===== src/rtl/uart_rx_controller.sv =====
// Receive sequencer for the SingleCycle UART: synchronizes rxd, samples mid-bit on an
// oversampled tick, assembles LSB-first and pushes to the RX FIFO. Optional parity: UART_RX_PARITY_EN.
module uart_rx_controller #(
   parameter int DATA_BITS  = 8,
   parameter int OVERSAMPLE = 16,
   parameter bit PARITY_ODD = 1'b0
) (
   input  logic                 clk,
   input  logic                 reset_n,
   input  logic                 baud_tick,
   input  logic                 rxd,
   input  logic                 rx_fifo_full,
   output logic                 rx_push,
   output logic [DATA_BITS-1:0] rx_data,
   output logic                 framing_err,
   output logic                 overrun_err,
   output logic                 parity_err,
   output logic                 busy
);

   localparam int CNT_W = $clog2(OVERSAMPLE);
   localparam int IDX_W = $clog2(DATA_BITS);
   localparam logic [CNT_W-1:0] CNT_HALF = CNT_W'(OVERSAMPLE / 2 - 1);
   localparam logic [CNT_W-1:0] CNT_FULL = CNT_W'(OVERSAMPLE - 1);
   localparam logic [IDX_W-1:0] IDX_LAST = IDX_W'(DATA_BITS - 1);

   typedef enum logic [2:0] {
      S_IDLE   = 3'd0,
      S_START  = 3'd1,
      S_DATA   = 3'd2,
      S_PARITY = 3'd3,
      S_STOP   = 3'd4
   } state_t;

   // Nonzero when data, received parity bit and the configured sense disagree.
   function automatic logic parity_bad(input logic [DATA_BITS-1:0] data, input logic pbit);
      return (^data) ^ pbit ^ PARITY_ODD;
   endfunction

   state_t               state_q, state_d;
   logic [CNT_W-1:0]     cnt_q, cnt_d;
   logic [IDX_W-1:0]     idx_q, idx_d;
   logic [DATA_BITS-1:0] shift_q, shift_d;
   logic [DATA_BITS-1:0] rx_data_q, rx_data_d;
   logic                 push_q, push_d;
   logic                 fe_q, fe_d;
   logic                 oe_q, oe_d;
   logic                 pe_q, pe_d;
   logic                 par_q, par_d;
   logic                 busy_q, busy_d;
   logic                 sync1_q, sync2_q, prev_q;
   logic                 fall_s;

   assign fall_s = prev_q & ~sync2_q;

   // Input synchronizer plus previous-value flop for falling-edge detection.
   always_ff @(posedge clk or negedge reset_n) begin
      if (!reset_n) begin
         sync1_q <= 1'b1;
         sync2_q <= 1'b1;
         prev_q  <= 1'b1;
      end else begin
         sync1_q <= rxd;
         sync2_q <= sync1_q;
         prev_q  <= sync2_q;
      end
   end

   // Next-state, counter and result logic.
   always_comb begin
      state_d   = state_q;
      cnt_d     = cnt_q;
      idx_d     = idx_q;
      shift_d   = shift_q;
      rx_data_d = rx_data_q;
      par_d     = par_q;
      push_d    = 1'b0;
      fe_d      = 1'b0;
      oe_d      = 1'b0;
      pe_d      = 1'b0;
      case (state_q)
         S_IDLE: begin
            if (fall_s) begin
               state_d = S_START;
               cnt_d   = '0;
               idx_d   = '0;
            end else begin
               cnt_d = '0;
            end
         end
         S_START: begin
            if (baud_tick) begin
               if (cnt_q == CNT_HALF) begin
                  cnt_d   = '0;
                  idx_d   = '0;
                  state_d = sync2_q ? S_IDLE : S_DATA;
               end else begin
                  cnt_d = cnt_q + 1'b1;
               end
            end else begin
               cnt_d = cnt_q;
            end
         end
         S_DATA: begin
            if (baud_tick) begin
               if (cnt_q == CNT_FULL) begin
                  cnt_d   = '0;
                  idx_d   = idx_q + 1'b1;
                  shift_d = {sync2_q, shift_q[DATA_BITS-1:1]};
                  if (idx_q == IDX_LAST) begin
`ifdef UART_RX_PARITY_EN
                     state_d = S_PARITY;
`else
                     state_d = S_STOP;
`endif
                  end else begin
                     state_d = S_DATA;
                  end
               end else begin
                  cnt_d = cnt_q + 1'b1;
               end
            end else begin
               cnt_d = cnt_q;
            end
         end
`ifdef UART_RX_PARITY_EN
         S_PARITY: begin
            if (baud_tick) begin
               if (cnt_q == CNT_FULL) begin
                  cnt_d   = '0;
                  par_d   = sync2_q;
                  state_d = S_STOP;
               end else begin
                  cnt_d = cnt_q + 1'b1;
               end
            end else begin
               cnt_d = cnt_q;
            end
         end
`endif
         S_STOP: begin
            if (baud_tick) begin
               if (cnt_q == CNT_FULL) begin
                  cnt_d   = '0;
                  state_d = S_IDLE;
                  if (sync2_q && !rx_fifo_full) begin
                     push_d    = 1'b1;
                     rx_data_d = shift_q;
                  end else if (sync2_q) begin
                     oe_d = 1'b1;
                  end else begin
                     fe_d = 1'b1;
                  end
`ifdef UART_RX_PARITY_EN
                  pe_d = parity_bad(shift_q, par_q);
`endif
               end else begin
                  cnt_d = cnt_q + 1'b1;
               end
            end else begin
               cnt_d = cnt_q;
            end
         end
         default: begin
            state_d = S_IDLE;
            cnt_d   = '0;
            idx_d   = '0;
         end
      endcase
      busy_d = (state_d != S_IDLE);
   end

   // State, datapath and registered output flops.
   always_ff @(posedge clk or negedge reset_n) begin
      if (!reset_n) begin
         state_q   <= S_IDLE;
         cnt_q     <= '0;
         idx_q     <= '0;
         shift_q   <= '0;
         rx_data_q <= '0;
         par_q     <= 1'b0;
         push_q    <= 1'b0;
         fe_q      <= 1'b0;
         oe_q      <= 1'b0;
         pe_q      <= 1'b0;
         busy_q    <= 1'b0;
      end else begin
         state_q   <= state_d;
         cnt_q     <= cnt_d;
         idx_q     <= idx_d;
         shift_q   <= shift_d;
         rx_data_q <= rx_data_d;
         par_q     <= par_d;
         push_q    <= push_d;
         fe_q      <= fe_d;
         oe_q      <= oe_d;
         pe_q      <= pe_d;
         busy_q    <= busy_d;
      end
   end

   assign rx_push     = push_q;
   assign rx_data     = rx_data_q;
   assign framing_err = fe_q;
   assign overrun_err = oe_q;
   assign busy        = busy_q;
`ifdef UART_RX_PARITY_EN
   assign parity_err  = pe_q;
`else
   assign parity_err  = 1'b0;
`endif

endmodule


===== config.mk =====
export PLATFORM = sky130hd
export DESIGN_NAME = uart_rx_controller
export DESIGN_NICKNAME = d
export VERILOG_FILES = /design/src/rtl/uart_rx_controller.sv
export SDC_FILE = /design/constraint.sdc
export NUM_CORES = 1
export LEC_CHECK = 0
export ABC_AREA = 1
export CAP_MARGIN = 30
export CORE_AREA = 2 2 58 60
export CTS_CLUSTER_SIZE = 12
export DETAILED_ROUTE_END_ITERATION = 7
export DIE_AREA = 0 0 60 62
export GPL_TIMING_DRIVEN = 0
export PLACE_DENSITY = 0.7
export SYNTH_ARGS = -nofsm -noshare
export SYNTH_HDL_FRONTEND = slang
export SYNTH_SLANG_ARGS = --single-unit

===== constraint.sdc =====
create_clock -name clk -period 2.55 [get_ports clk]
set_clock_uncertainty 0.15 [all_clocks]
set_input_delay 0.765 -clock clk [delete_from_list [all_inputs] [get_ports clk]]
set_output_delay 0.765 -clock clk [all_outputs]
set_load 0.02 [all_outputs]

==> metrics.md, run 1 <==
| Metric | Value |
|---|---|
| Status | finished, final reports clean |
| Iter 0 DRT Violations | 44 |
| CP Class | reg2out |
| Final setup violation count | 0 |
| Root buffer cell | clkbuf_4 |
| Max Cap Viol | 0 |
| Congestion Overflow GR | 0 |
| Num CTS Buffers | 5 |
| RD Place Congestion | 0.852 |
| Post-Synthesis Cells | 169 |
| Die span in y | 62 µm |
| HP Class | reg2reg |
| YS warnings | 0 |
| Multi-input logic area | 549 µm² |
| Post-DR wirelength/cell | 11.7 µm |
| Final Non-Filler Cells | 239 |
| Synth top area cells | dfrtp_1, nand2_1, inv_1 |
| Vias per Instance | 4.75 |
| Routed Antenna Nets | 0 |
| Drt total wl | 2.80 mm |
| Placed Instances | 231 |
| Share of the synthesized area in the top cell type | 0.500 |
| Highest net fanout along the worst path | 2 |
| Crit path max-delay family | buffers and inverters |
| Syn nets | 177 |
| CP peak stage delay | 0.61 ns |
| GRT Resource Usage Total | 0.187 |
| Vias in the first global route | 1164 |
| Initial antenna violation count | 0 |
| Worst-path clk slew | 0.09 ns |
| Final core utilization | 0.558 |
| Yosys top cell by area | dfrtp_1 |
| CP bufs+invs | 1 |
| DIE AREA | 3720 µm² |
| Slew HR | 0.533 |
| Final hold violation count | 0 |
| Worst path cell trace | clkdlybuf4s50_1 |
| FF+latch area | 830 µm² |
| Register area share after synthesis | 0.552 |
| DRC violations left | 0 |
| CTS tree | done |
| Worst R2R Path Depth | 9 |
| Rows | 21 |
| Worst hold path depth | 0 |
| Startpoint Class | register |
| Slowest cell on crit path | clkdlybuf4s50_1 |
| Final period util | 0.869 |
| CP required | 1.64 ns |
| Main synth FF type | dfrtp_1 |
| Fillers | 305 |
| Crit path time final | 2.22 ns |
| Top cells by count, synth | nand2_1, dfrtp_1, inv_1, o21ai_0, nand3_1 |
| EDFF count, synth | 0 |
| Setup TNS | 0 ns |
| Placed wire-length estimate | 2.10 mm |
| # clock sinks | 33 |
| Cell variety after synth | 24 |
| Vias | 1136 |
| Placed Area | 1720 µm² |
| Layout cell share with drive strength beyond 1 | 0.161 |
| Count leader, synth | nand2_1 |
| H-Tree Depth | 2 |
| PwrDens | 651 nW/µm² |
| Final instance area | 1770 µm² |
| Global-route wire length before repair | 4.91 mm |
| Initial Utilization | 0.473 |
| Total setup buffers inserted after CTS | 0 |
| Crit end category | output pin |
| Fin. max-slew vios | 0 |
| Max Freq | 451 MHz |
| 1st-pass router iterations | 4 |
| Avg Inst Size Synth | 8.89 µm² |
| Fraction of registers with async set/reset | 1.00 |
| Diode count | 0 |
| Clock latency on the worst-skew pair | 0.33 ns |
| Top Ports | 18 |
| Area grow syn2layout | 18.1% |
| Arrival @ worst endpoint | 1.30 ns |
| Largest net degree at the start of global routing | 34 |
| Critical Path Stages | 1 |
| Post-cts sizing count | 0 |
| Mapped cell area | 1500 µm² |
| Lkg Pwr | 0.000972 µW |
| CTS Hold Buffers Added | 0 |
| Die Width | 60 µm |
| Clock buffer depth | 2 |
| Number of buffers added on ports | 16 |
| #FFs+latches synth | 33 |
| Peak supply drop | 0.327 mV |
| Core ar. | 3180 µm² |
| RSZ-0062 raised after global routing | false |
| Nets | 200 |
| Slew @ Worst Pin | 0.701 ns |
-- path summary, 6_finish.rpt --
path,start,endpoint,slack [ns]
setup / recovery,rx_data[6]$_DFFE_PN0P_,rx_data[6],0.33
hold / removal,sync1_q$_DFF_PN1_,sync2_q$_DFF_PN1_,0.21
setup reg to reg,cnt_q[0]$_DFFE_PN0P_,rx_data[6]$_DFFE_PN0P_,0.87
hold reg to reg,sync1_q$_DFF_PN1_,sync2_q$_DFF_PN1_,0.21
max in group asynchronous,reset_n,cnt_q[1]$_DFFE_PN0P_,1.48
min in group asynchronous,reset_n,busy$_DFF_PN0_,0.31
-- metrics by stage --
stage | hold slack, ns | power [µW] | setup WS (ns)
floorplan | 0.195 | 789 | 0.870
global placement | 0.197 | 851 | -0.0816
detailed placement | 0.198 | 864 | 0.184
CTS | 0.212 | 1170 | 0.314
global route | 0.215 | 1240 | 0.276
finish | 0.210 | 1160 | 0.334
-- cell type report --
class / count / share of cell area
repair buffers: 16 / 0.0874
clock buffers: 8 / 0.0331
plain buffers: 3 / 0.0148
inverters: 26 / 0.0550
well taps: 46 / 0.0324
flip-flops and latches: 33 / 0.468
multi-input cells: 107 / 0.310
-- sequential cells by signal, indices dropped and copies added (netlist names), 3 cells and up --
register and cells:
cnt_q 4, idx_q 3, rx_data 8, shift_q 8, state_q 3
-- routing by layer --
layer | up-vias | wire, µm | global-route usage
met1 | 541 | 1210 | 0.222
li1 | 566 | - | -
met5 | - | 0 | 0
met3 | 5 | 106 | 0.0580
met2 | 24 | 1420 | 0.303
met4 | 0 | 67 | 0.111
-- cell families (layout without fill, tap and decap cells) --
group	after synthesis	after routing	share of synthesized area
compound gates	19	19	0.0824
flops	33	33	0.552
fa+ha+maj	3	3	0.0250
buf+inv	29	53	0.0824
simple gates	84	84	0.256
other cells	1	1	0.00250
-- placed cells by master (no fill, tap or decap) --
cell             instances
buf_2                    1
dfstp_2                  3
nand2_2                  3
o21ai_0                 10
inv_2                    3
buf_4                    2
o21ai_2                  7
clkbuf_4                 5
or2_0                    1
nor2_4                   1
a21oi_1                  1
o31ai_1                  1
conb_1                   1
nand4_1                  2
clkbuf_1                 2
buf_6                    1
inv_1                   23
nor2_1                   6
clkdlybuf4s50_1         15
nor3_1                   2
nand3b_1                 1
clkbuf_8                 1
nor2_2                   2
nand3_1                  9
dfrtp_1                 30
ha_1                     3
nand2_4                  1
nor2_8                   1
nand2_1                 55
-- where the power goes --
part / total (µW) / switching (µW) / internal (µW) / leakage (µW)
registers: 618 / 48.2 / 570 / 0.000402
logic: 236 / 146 / 89.3 / 0.000537
clock network: 302 / 166 / 136 / 0.0000326
total: 1160 / 360 / 795 / 0.000972
(Power assumes the default switching activity.)
==> inputs of run 2 (changes only) <==
--- a/config.mk
+++ b/config.mk
@@ -8,6 +8,7 @@
 export ABC_AREA = 1
 export CAP_MARGIN = 30
 export CORE_AREA = 2 2 58 60
+export CTS_CLUSTER_DIAMETER = 200
 export CTS_CLUSTER_SIZE = 12
 export DETAILED_ROUTE_END_ITERATION = 7
 export DIE_AREA = 0 0 60 62
==> results of run 2 <==
Final layout, timing and power as in run 1 (identical DEF).
==> inputs of run 3 (changes only) <==
--- a/config.mk
+++ b/config.mk
@@ -13,7 +13,8 @@
 export DETAILED_ROUTE_END_ITERATION = 7
 export DIE_AREA = 0 0 60 62
 export GPL_TIMING_DRIVEN = 0
-export PLACE_DENSITY = 0.7
+export PLACE_DENSITY = 0.71
+export SKIP_CTS_REPAIR_TIMING = 1
 export SYNTH_ARGS = -nofsm -noshare
 export SYNTH_HDL_FRONTEND = slang
 export SYNTH_SLANG_ARGS = --single-unit
==> metrics.md, run 3 (same netlist as run 1, synthesis figures left out) <==
| Metric | Value |
|---|---|
| Status | finished, final reports clean (unchanged) |
| CP peak stage delay | 0.61 ns (about the same) |
| Nets | 200 (unchanged) |
| Most frequent cells in the layout | nand2_1, dfrtp_1, inv_1, clkdlybuf4s50_1, o21ai_0 (unchanged) |
| Final core utilization | 0.558 (unchanged) |
| 1st-pass router iterations | 4 (unchanged) |
| DRC violations left | 0 (unchanged) |
| Fillers | 293 (was 305) |
| Die Width | 60 µm (unchanged) |
| Startpoint Class | register (unchanged) |
| CP required | 1.64 ns (about the same) |
| CP Class | reg2out (unchanged) |
| Setup TNS | 0 ns (unchanged) |
| Global-route wire length before repair | 4.99 mm (was 4.91 mm) |
| Area grow syn2layout | 18.1% (unchanged) |
| Slowest cell on crit path | clkdlybuf4s50_1 (unchanged) |
| Drt total wl | 2.82 mm (was 2.80 mm) |
| Initial antenna violation count | 0 (unchanged) |
| GRT Resource Usage Total | 0.188 (was 0.187) |
| Final period util | 0.875 (was 0.869) |
| CTS tree | done (unchanged) |
| Crit path time final | 2.23 ns (was 2.22 ns) |
| Layout cell share with drive strength beyond 1 | 0.161 (unchanged) |
| Diode count | 0 (unchanged) |
| H-Tree Depth | 2 (unchanged) |
| Commonest non-fill, non-tap cell in the layout | nand2_1 (unchanged) |
| Congestion Overflow GR | 0 (unchanged) |
| Worst-path clk slew | 0.10 ns (was 0.09 ns) |
| Slew @ Worst Pin | 0.710 ns (was 0.701 ns) |
| Initial Utilization | 0.473 (unchanged) |
| Crit path max-delay family | buffers and inverters (unchanged) |
| Clock latency on the worst-skew pair | 0.34 ns (was 0.33 ns) |
| Top Ports | 18 (unchanged) |
| Iter 0 DRT Violations | 71 (was 44) |
| Clock buffer depth | 2 (unchanged) |
| PwrDens | 653 nW/µm² (was 651 nW/µm²) |
| HP Class | reg2reg (unchanged) |
| Num CTS Buffers | 5 (unchanged) |
| Die span in y | 62 µm (unchanged) |
| RSZ-0062 raised after global routing | false (unchanged) |
| Worst path cell trace | clkdlybuf4s50_1 (unchanged) |
| Fin. max-slew vios | 0 (unchanged) |
| Highest net fanout along the worst path | 2 (unchanged) |
| Vias in the first global route | 1162 (was 1164) |
| # clock sinks | 33 (unchanged) |
| Fin worst setup slack | 0.320 ns (was 0.334 ns) |
| Slew HR | 0.527 (was 0.533) |
| CP bufs+invs | 1 (unchanged) |
| Power, Total | 1160 µW (about the same) |
| Arrival @ worst endpoint | 1.32 ns (was 1.30 ns) |
| Number of buffers added on ports | 16 (unchanged) |
| Vias | 1133 (was 1136) |
| Final hold violation count | 0 (unchanged) |
| Setup WS pre-CTS | 0.184 ns (about the same) |
| Post-DR wirelength/cell | 11.8 µm (was 11.7 µm) |
| Core ar. | 3180 µm² (unchanged) |
| Max Cap Viol | 0 (unchanged) |
| Lkg Pwr | 0.000972 µW (unchanged) |
| Placed wire-length estimate | 2.06 mm (was 2.10 mm) |
| Largest net degree at the start of global routing | 34 (unchanged) |
| Vias per Instance | 4.74 (was 4.75) |
| Max Freq | 448 MHz (was 451 MHz) |
| Peak supply drop | 0.439 mV (was 0.327 mV) |
| RD Place Congestion | 0.843 (was 0.852) |
| Final setup violation count | 0 (unchanged) |
| DIE AREA | 3720 µm² (unchanged) |
| Rows | 21 (unchanged) |
| Root buffer cell | clkbuf_4 (unchanged) |
| Routed Antenna Nets | 0 (unchanged) |
| Crit end category | output pin (unchanged) |
==> run 3: path summary, 6_finish.rpt <==
| kind | startpoint | end | slack, ns | cells past startpoint |
|---|---|---|---|---|
| setup / recovery | rx_data[4]$_DFFE_PN0P_ | rx_data[4] | 0.32 | 1 |
| hold / removal | sync1_q$_DFF_PN1_ | sync2_q$_DFF_PN1_ | 0.22 | 0 |
| setup reg to reg | cnt_q[1]$_DFFE_PN0P_ | rx_data[7]$_DFFE_PN0P_ | 0.87 | 9 |
| hold reg to reg | sync1_q$_DFF_PN1_ | sync2_q$_DFF_PN1_ | 0.22 | 0 |
| max in group asynchronous | reset_n | shift_q[4]$_DFFE_PN0P_ | 1.47 | 1 |
| min in group asynchronous | reset_n | state_q[2]$_DFF_PN0_ | 0.32 | 1 |
==> run 3: area by class of cell <==
type / count / area, µm² / share of cell area
plain buffers: 3 / 26.3 / 0.0148
flip-flops and latches: 33 / 830 / 0.468
repair buffers: 16 / 155 / 0.0874
clock buffers: 8 / 58.8 / 0.0331
well taps: 46 / 57.6 / 0.0324
inverters: 26 / 97.6 / 0.0550
multi-input cells: 107 / 549 / 0.310
==> run 3: per-layer routing <==
| metal | GRT usage | part of all wire | vias up |
|---|---|---|---|
| met3 | 0.0580 | 0.032 | 7 |
| met2 | 0.317 | 0.52 | 17 |
| met1 | 0.217 | 0.42 | 545 |
| met4 | 0.0984 | 0.027 | 0 |
| li1 | - | - | 564 |
| met5 | 0 | 0 | - |
==> run 3: power breakdown <==
group,internal [µW],total (µW),switching (µW)
Clock,136,305,169
Combinational,90.1,238,148
Sequential,570,616,46.4
Total,796,1160,363
==> run 3: metrics by stage <==
step / hold slack [ns] / instances / area [µm²]
after CTS: 0.219 / 239 / 1770
after detailed placement: 0.203 / 231 / 1720
after global placement: 0.197 / 231 / 1720
after floorplan: 0.195 / 169 / 1500
final: 0.217 / 239 / 1770
after global routing: 0.222 / 239 / 1770
==> run 3: worst reg2reg max path, delay by kind of cell, from the launching register on <==
family	cells	cell delay [ns]
buf+inv	2	0.26
compound gates	1	0.05
flops	1	0.41
fa+ha+maj	1	0.20
simple gates	5	0.50
